$ cat config.mk
export PLATFORM = sky130hd
export DESIGN_NAME = id_hazard_unit
export DESIGN_NICKNAME = d
export VERILOG_FILES = /design/src/rtl/id_hazard_unit_pkg.sv /design/src/rtl/id_hazard_unit_fwd_select.sv /design/src/rtl/id_hazard_unit.sv
export SDC_FILE = /design/constraint.sdc
export NUM_CORES = 1
export LEC_CHECK = 0
export CORE_MARGIN = 5
export CORE_UTILIZATION = 44
export CTS_CLUSTER_SIZE = 10
export DETAILED_ROUTE_END_ITERATION = 10
export HOLD_SLACK_MARGIN = 0.08
export PLACE_DENSITY = 0.78
export SYNTH_ARGS = -nofsm -noshare
export SYNTH_HDL_FRONTEND = slang
export SYNTH_SLANG_ARGS = --single-unit
export TNS_END_PERCENT = 1
$ cat constraint.sdc
create_clock -name clk -period 1.85 [get_ports clk]
set_input_delay 0.37 -clock clk [delete_from_list [all_inputs] [get_ports clk]]
set_output_delay 0.37 -clock clk [all_outputs]
set_load 0.02 [all_outputs]
$ cat src/rtl/id_hazard_unit_pkg.sv
// Shared types for the ID-stage hazard unit: forward-select codes, FSM states,
// shadow-slot layout and the never-forwarded PC register index.
// Pure declarations; no logic and no timing of its own.
package id_hazard_unit_pkg;

  // Register index width (R0..R15)
  localparam int REG_W = 4;

  // Register index that is tracked in the shadow but never forwarded
  localparam logic [REG_W-1:0] PC_REG = 4'd15;

  // Operand forward-select encodings seen by the ID forwarding muxes
  typedef enum logic [1:0] {
    FWD_REG = 2'b00,
    FWD_EX  = 2'b01,
    FWD_MEM = 2'b10,
    FWD_WB  = 2'b11
  } fwd_sel_e;

  // Hazard FSM states
  typedef enum logic [1:0] {
    ST_RUN      = 2'd0,
    ST_LU_STALL = 2'd1,
    ST_MEM_HOLD = 2'd2
  } hz_state_e;

  // Destination tag portion of a slot: what the forwarding match looks at
  typedef struct packed {
    logic             valid;
    logic [REG_W-1:0] rd;
    logic             we;
  } tag_t;

  // One shadow slot: destination tag plus the load flag used for load-use
  typedef struct packed {
    tag_t tag;
    logic is_load;
  } slot_t;

  localparam slot_t SLOT_EMPTY = '0;

  // A slot can supply a source when it holds a live write to that register
  // and the register is not the PC.
  function automatic logic tag_match(input tag_t t, input logic [REG_W-1:0] src);
    return t.valid && t.we && (t.rd == src) && (src != PC_REG);
  endfunction

endpackage

$ cat src/rtl/id_hazard_unit_fwd_select.sv
// Priority forward-select for one ID source operand (EX > MEM > WB > reg).
// Purely combinational, zero latency.
// No backpressure; flags a load-use hit so the top can stall, forcing 00.
module hazard_fwd_select
  import id_hazard_unit_pkg::*;
(
  input  logic             id_valid_i,
  input  logic [REG_W-1:0] src_i,
  input  logic             used_i,
  input  tag_t             ex_tag_i,
  input  logic             ex_is_load_i,
  input  tag_t             mem_tag_i,
  input  tag_t             wb_tag_i,
  output fwd_sel_e         sel_o,
  output logic             load_use_o
);

  logic active;

  assign active = id_valid_i && used_i;

  // Youngest matching producer wins; a load still in EX cannot forward yet.
  always_comb begin
    sel_o      = FWD_REG;
    load_use_o = 1'b0;
    if (active) begin
      if (tag_match(ex_tag_i, src_i)) begin
        if (ex_is_load_i) begin
          load_use_o = 1'b1;
        end else begin
          sel_o = FWD_EX;
        end
      end else if (tag_match(mem_tag_i, src_i)) begin
        sel_o = FWD_MEM;
      end else if (tag_match(wb_tag_i, src_i)) begin
        sel_o = FWD_WB;
      end
    end
  end

endmodule

$ cat src/rtl/id_hazard_unit.sv
// ID-stage hazard unit: EX/MEM/WB destination shadow, operand forward selects,
// load-use stall/bubble and memory-wait freeze. Optional stall counter under
// HAZARD_STATS_EN. Controls are combinational; slots/state update on clk.
module id_hazard_unit
  import id_hazard_unit_pkg::*;
(
  input  logic             clk,
  input  logic             reset_n,
  input  logic             id_valid,
  input  logic [REG_W-1:0] id_rn,
  input  logic [REG_W-1:0] id_rm,
  input  logic             id_rn_used,
  input  logic             id_rm_used,
  input  logic [REG_W-1:0] id_rd,
  input  logic             id_rd_we,
  input  logic             id_is_load,
  input  logic             flush,
  input  logic             mem_wait,
  output logic [1:0]       fwd_sel_a,
  output logic [1:0]       fwd_sel_b,
  output logic             stall_id,
  output logic             bubble_ex,
  output logic             freeze
`ifdef HAZARD_STATS_EN
  ,
  output logic [15:0]      stall_cycles
`endif
);

  slot_t     ex_q, mem_q, wb_q;
  slot_t     ex_d, mem_d, wb_d;
  hz_state_e state_q, ret_q;
  fwd_sel_e  sel_a, sel_b;
  logic      lu_a, lu_b;
  logic      load_use;

  hazard_fwd_select u_fwd_a (
    .id_valid_i   (id_valid),
    .src_i        (id_rn),
    .used_i       (id_rn_used),
    .ex_tag_i     (ex_q.tag),
    .ex_is_load_i (ex_q.is_load),
    .mem_tag_i    (mem_q.tag),
    .wb_tag_i     (wb_q.tag),
    .sel_o        (sel_a),
    .load_use_o   (lu_a)
  );

  hazard_fwd_select u_fwd_b (
    .id_valid_i   (id_valid),
    .src_i        (id_rm),
    .used_i       (id_rm_used),
    .ex_tag_i     (ex_q.tag),
    .ex_is_load_i (ex_q.is_load),
    .mem_tag_i    (mem_q.tag),
    .wb_tag_i     (wb_q.tag),
    .sel_o        (sel_b),
    .load_use_o   (lu_b)
  );

  assign load_use = lu_a || lu_b;

  // Outputs are forced quiet while reset is asserted so the pipeline sees
  // no stall or forwarding during the reset cycle itself.
  assign fwd_sel_a = reset_n ? sel_a : FWD_REG;
  assign fwd_sel_b = reset_n ? sel_b : FWD_REG;
  assign freeze    = reset_n && mem_wait;
  assign stall_id  = reset_n && (mem_wait || load_use);
  assign bubble_ex = reset_n && !mem_wait && load_use;

  // Slot advance: frozen pipeline holds everything; otherwise shift down and
  // admit the ID instruction unless it is stalled, squashed or not valid.
  always_comb begin
    ex_d  = ex_q;
    mem_d = mem_q;
    wb_d  = wb_q;
    if (!mem_wait) begin
      wb_d  = mem_q;
      mem_d = ex_q;
      if (id_valid && !load_use && !flush) begin
        ex_d.tag.valid = 1'b1;
        ex_d.tag.rd    = id_rd;
        ex_d.tag.we    = id_rd_we;
        ex_d.is_load   = id_is_load;
      end else begin
        ex_d = SLOT_EMPTY;
      end
    end
  end

  // Shadow slot registers
  always_ff @(posedge clk) begin
    if (!reset_n) begin
      ex_q  <= SLOT_EMPTY;
      mem_q <= SLOT_EMPTY;
      wb_q  <= SLOT_EMPTY;
    end else begin
      ex_q  <= ex_d;
      mem_q <= mem_d;
      wb_q  <= wb_d;
    end
  end

  // Hazard FSM: memory wait overrides everything and remembers where to
  // resume; a flush in the stall cycle simply lands back in RUN.
  always_ff @(posedge clk) begin
    if (!reset_n) begin
      state_q <= ST_RUN;
      ret_q   <= ST_RUN;
    end else if (mem_wait) begin
      state_q <= ST_MEM_HOLD;
      if (state_q != ST_MEM_HOLD) begin
        ret_q <= state_q;
      end
    end else begin
      case (state_q)
        ST_RUN:      state_q <= (load_use && !flush) ? ST_LU_STALL : ST_RUN;
        ST_LU_STALL: state_q <= ST_RUN;
        ST_MEM_HOLD: state_q <= ret_q;
        default:     state_q <= ST_RUN;
      endcase
    end
  end

`ifdef HAZARD_STATS_EN
  logic [15:0] stall_cnt_q;

  assign stall_cycles = stall_cnt_q;

  // Saturating count of every cycle the ID stage was held
  always_ff @(posedge clk) begin
    if (!reset_n) begin
      stall_cnt_q <= 16'h0000;
    end else if (stall_id && (stall_cnt_q != 16'hFFFF)) begin
      stall_cnt_q <= stall_cnt_q + 16'h0001;
    end
  end
`endif

endmodule
==> impl_metrics.toml, run 1 <==
[status]
status = "finished, violations left"
violations = "setup timing"

[critical_path]
cp_top_family = "simple AND/OR/NAND/NOR gates"
critPathBufInv = 1
crit_type = "reg2out"
rrSetupSlack_ns = 0.12
crit_path_start_kind = "flop"
cp.arrival_ns = 1.96
cp_data_required_time_ns = 1.48
crit_slowest_cell = "or4_4"
max_stage_delay_ns = 0.54
critical_path.endpoint_type = "output port"
cp_max_fo = 4
cp_cell_sequence = "xor2_1 -> or4_4 -> nor2_4 -> a22o_1 -> and3b_1 -> buf_4"
crit_cells = 6
reg2regPathDepth = 6

[synthesis]
netlist.area_leader.share_pct = 33.0
syn_nets = 148
synth_seq_cells = 19
synth_cells = 127
synth.area.top_cells = "dfxtp_1 33%, mux2i_1 10%, xnor2_1 9.1%, xor2_1 7.6%, nor2b_1 6.5%"
yosys_most_used_dff = "dfxtp_1"
ys.warnings.count = 0
synth_edf_count = 0
yosysSeqAreaShare_pct = 33.0
syn_area_mm2 = 0.00115
synth_cell_types = 35
yosysTopAreaCell = "dfxtp_1"
async_flop_share_pct = 0
avgSynthCellArea_um2 = 9.07

[routing]
vias = 1174
first_pass_iters = 4
drtIter0Drc = 55
routed_wl_um = 3430
wl_per_cell_um = 15.9
viasPerCell = 5.44
drtAntennaViolNets = 0
drc = 0

[timing]
clock.fmax_mhz = 428
slew_headroom_pct = 73.2
setup-tns-final_ns = -2.37
clock_skew_ns = 0.00383
rsz0062_at_grt = "yes"
fin_ws_ns = -0.484
worst_pin_slew_ns = 0.402
layout_min_cycle_time_ns = 2.33
finalCritPeriodShare_pct = 126
finalHoldViolations = 0
drv_slew = 0
setup_viol = 6

[place]
place_ws_ns = -1.16
finalWeightedCongestion = 0.837
hpwl_um = 2850
port_buffers = 27

[finish]
drive_gt1_share_pct = 31.2
diodes = 0
area_growth_pct = 51.2
n_fill_cell = 202
final_common_cell = "buf_4"
nets = 208
final_cell_mix = "40 x buf_4, 17 x dfxtp_1"

[floorplanning]
io_pins = 28
design.die.area_mm2 = 0.00374
fp.dieW_um = 61.2
die_h_um = 61.2
start_util_pct = 46.1
rows = 18
core_area_mm2 = 0.00250

[power]
cellLeakagePower_nw = 0.754
peakVddDrop_v = 0.000474
powerDensity_mw_per_mm2 = 456
total_power_mw = 0.794

[global_routing]
first_global_vias = 1248
grt_max_degree = 13
grt_pass1_wl_um = 5690
grt-ovfl-total = 0
grt_use_total_pct = 20.5
antenna_found_initial = 0

[flow_run]
cap_violations = 0

[clock_tree]
cts_buffers = 3
clockBufferDepth = 2
tritoncts = "done"
cts.sinks = 19
path_clk_slew_ns = 0.11
cts_root_buf = "clkbuf_4"
htreeDepth = 1
clock_latency_ns = 0.29

[worst_hold_path]
worstHoldPathCells = 2
worst_hold_path_type = "reg2reg"
per-layer routing:
metal	global-route usage [%]	part of all wire (%)	vias to the layer above
li1	-	-	569
met1	25.8	44	563
met2	36.4	51	35
met3	2.52	3.8	7
met4	6.19	1.3	0
met5	0	0	-
cells in the mapped netlist (all sizes together) (2+ instances only):
cell / count
a21oi: 2
a22o: 7
a31oi: 2
and3: 2
buf: 2
clkbuf: 6
dfxtp: 19
mux2i: 12
nand2: 6
nand3: 6
nand4: 4
nor2: 5
nor2b: 12
nor3: 3
nor4: 2
o21ai: 2
or3: 2
xnor2: 12
xor2: 10
cell type report:
cell class / count / area (µm²) / share of cell area [%]
flip-flops and latches: 19 / 383 / 22.0
well taps: 30 / 37.5 / 2.15
multi-input cells: 100 / 778 / 44.7
clock buffers: 4 / 26.3 / 1.51
repair buffers: 63 / 518 / 29.7
flip-flops by register name (all words and copies together) (netlist names):
register / cells
wb_q: 6
mem_q: 6
ex_q: 7
worst reg2reg max path: stages, from the launching register on:
cell	delay [ns]
dfxtp_2	0.35
xor2_1	0.16
or4_4	0.54
nor2_4	0.13
buf_4	0.13
a221oi_4	0.09
a22o_2	0.22
kinds of logic (layout without fill, tap and decap cells):
| family | Yosys count | in the layout | share of synthesized area [%] |
|---|---|---|---|
| and+or+nand+nor | 48 | 48 | 24.5 |
| xor gates and xnor gates | 22 | 22 | 16.7 |
| DFF | 19 | 19 | 33.0 |
| AOI/OAI and AO/OA | 18 | 18 | 12.3 |
| muxes | 12 | 12 | 10.4 |
| buffers and inverters | 8 | 67 | 3.04 |
power by group:
part	switching, mW	total [mW]	internal (mW)
registers	0.00603	0.422	0.416
logic	0.0725	0.166	0.0931
clock network	0.123	0.207	0.0839
final timing paths:
check           from         to
min reg2reg  ex_q[6]    ex_q[6]
max          ex_q[2]  bubble_ex
min          ex_q[6]    ex_q[6]
max reg2reg  ex_q[2]    ex_q[2]
timing repair:
item                       CTS  global route
setup endpoints to repair   14            13
hold buffers                 0             0
gates resized for setup     52             2
pin swaps                    7             4
buffers inserted             1             0
metrics by stage:
step	hold WS, ns	instance area [µm²]	cells	utilization [%]
after floorplan	0.472	1170	127	-
after CTS	0.579	1740	216	69.5
final	0.577	1740	216	69.7
after global routing	0.605	1740	216	69.7
after global placement	0.542	1700	211	68.1
after detailed placement	0.555	1700	211	68.1
(Power assumes the default switching activity.)
==> run 2: changes to the inputs <==
--- a/config.mk
+++ b/config.mk
@@ -11,6 +11,7 @@
 export DETAILED_ROUTE_END_ITERATION = 10
 export HOLD_SLACK_MARGIN = 0.08
 export PLACE_DENSITY = 0.78
+export REMOVE_ABC_BUFFERS = 1
 export SYNTH_ARGS = -nofsm -noshare
 export SYNTH_HDL_FRONTEND = slang
 export SYNTH_SLANG_ARGS = --single-unit
==> constraint.sdc (replaced) <==
create_clock -name clk -period 1.85 [get_ports clk]
set_input_delay 0.4625 -clock clk [delete_from_list [all_inputs] [get_ports clk]]
set_output_delay 0.4625 -clock clk [all_outputs]
set_load 0.02 [all_outputs]
==> run 2 against run 1 <==
  * The flow still finishes with violations (setup timing)
  * Worst hold slack improved by 0.018 ns
  * Sequential share of layout area decreased by 0.22 points
  * Largest power group unchanged
  * Via count increased by 3.2%
  * Critical path depth unchanged
  * Combinational power about the same
  * Routed wire length decreased by 2.1%
  * Fmax decreased by 3.5%
  * First-iteration DRC count decreased by 29%
  * Sequential cell count unchanged
==> impl_metrics.toml, run 2 (synthesized netlist as in run 1, its figures left out) <==
[place]
port_buffers = 27
hpwl_um = 2740
dpl-instance-area_mm2 = 0.00170
finalWeightedCongestion = 0.905
post-place-cells = 213

[worst_hold_path]
worst_hold_path_type = "in2reg"

[clock_tree]
tritoncts = "done"
cts.sinks = 19
cts_root_buf = "clkbuf_4"
htreeDepth = 1
cts_buffers = 3
clockBufferDepth = 2
path_clk_slew_ns = 0.11
clock_latency_ns = 0.30
hold_buffers = 0

[power]
clkPwrFrac_pct = 26.3
switchingPower_mw = 0.207
peakVddDrop_v = 0.000417
powerDensity_mw_per_mm2 = 454
sequentialPowerShare_pct = 52.6
intPower_mw = 0.593
p_sw_share_pct = 25.9
cellLeakagePower_nw = 0.772
combPwrFrac_pct = 21.0

[floorplanning]
fp.dieW_um = 61.2
rows = 18
start_util_pct = 46.1
design.die.area_mm2 = 0.00374
die_h_um = 61.2
io_pins = 28
core_area_mm2 = 0.00250

[routing]
drtAntennaViolNets = 0
vias = 1211
wl_per_cell_um = 15.4
drc = 0
viasPerCell = 5.56
drtIter0Drc = 39
routed_wl_um = 3360
first_pass_iters = 4

[critical_path]
cp_cell_sequence = "xor2_1 -> nor4_1 -> o21ai_1 -> or3b_1 -> a21oi_2 -> buf_6"
cp_data_required_time_ns = 1.39
cp_max_fo = 2
crit_type = "reg2out"
max_stage_delay_ns = 0.41
crit_slowest_cell = "or3b_1"
critical_path.endpoint_type = "output port"
crit_path_start_kind = "flop"
cp.arrival_ns = 1.96

[finish]
largest_reg_flops = 7
diodes = 0
regArea_um2 = 383
largest_registers = "ex_q: 7 flops, mem_q: 6 flops, wb_q: 6 flops"
area_growth_pct = 52.8
multi_input_area_um2 = 774
final_cells = 218
nets = 210
finalInstanceArea_mm2 = 0.00176
regMostFlops = "ex_q"
final_cell_mix = "41 x buf_4, 17 x dfxtp_1, 12 x xnor2_1, 12 x mux2i_1, 12 x nor2b_1"
final_common_cell = "buf_4"
drive_gt1_share_pct = 36.2
n_fill_cell = 195

[global_routing]
first_global_vias = 1239
grt_pass1_wl_um = 5420
grt_use_total_pct = 19.9
grt_max_degree = 13
grt-ovfl-total = 0
antenna_found_initial = 0

[timing]
setup_viol = 6
finalHoldViolations = 0
worst_pin_slew_ns = 0.283
drv_slew = 0
rsz0062_at_grt = "yes"
clock_skew_ns = 0.00602
clock.fmax_mhz = 414
slew_headroom_pct = 80.9
finalCritPeriodShare_pct = 131
fin_ws_ns = -0.568
layout_min_cycle_time_ns = 2.42

[flow_run]
cap_violations = 0

[status]
violations = "setup timing"
status = "finished, violations left"
[run 2: changes by cell type in the layout (fill, tap and decap cells not counted), sizes merged]
cell	delta
buf	+3
clkbuf	+1
clkdlybuf4s15	+4
clkdlybuf4s50	-2
dlygate4sd2	-5
dlymetal6s2s	+1
[run 2: path summary, 6_finish.rpt]
check / start / endpoint / slack [ns] / cells past startpoint
max reg2reg: ex_q[2] / ex_q[2] / 0.03 / 7
min reg2reg: ex_q[6] / ex_q[6] / 0.60 / 2
max: wb_q[2] / fwd_sel_b[0] / -0.57 / 6
min: reset_n / mem_q[1] / 0.59 / 2
[run 2: power groups by stage]
| stage | clock [mW] | combinational, mW | sequential, mW |
|---|---|---|---|
| after floorplan | 0 | 0.0538 | 0.431 |
| after global placement | 0 | 0.164 | 0.429 |
| after detailed placement | 0 | 0.169 | 0.430 |
| after CTS | 0.211 | 0.167 | 0.421 |
| after global routing | 0.226 | 0.179 | 0.422 |
| final | 0.210 | 0.168 | 0.421 |
[run 2: critical path: cells and delay by family, from the launching register on]
family,cells,cell delay (ns)
AND/OR/NAND/NOR,2,0.73
buffers and inverters,1,0.13
flip-flops,1,0.34
AO/OA/AOI/OAI,2,0.31
XOR/XNOR,1,0.15
[run 2: per-stage QoR]
step	power, mW	setup TNS, ns	hold WS [ns]	util, %	worst slack, ns
floorplan	0.484	-1.46	0.472	-	-0.437
global placement	0.593	-11.23	0.541	68.1	-1.29
detailed placement	0.599	-11.82	0.550	68.1	-1.34
CTS	0.798	-3.11	0.570	69.2	-0.602
global route	0.827	-3.33	0.604	70.4	-0.604
finish	0.800	-2.93	0.595	70.4	-0.568
[run 2: area by class of cell]
class	count	area share (%)
clock buffers	4	1.49
repair buffers	65	30.6
multi-input cells	100	44.0
flip-flops and latches	19	21.7
well taps	30	2.13
[run 2: timing repair]
action                                  4_1_cts  5_1_grt
buffers inserted                              1        0
hold endpoints to repair                      0        0
gates resized for setup                      59       15
pin swaps                                     7        8
endpoints found under the setup margin       14       12
[run 2: per-layer routing]
layer  vias up  track usage (%)  wire (µm)
met5         -                0          0
met4         0             9.91         80
met3        14             3.98        207
met2        60             36.1       1700
met1       563             21.7       1370
li1        574                -          -
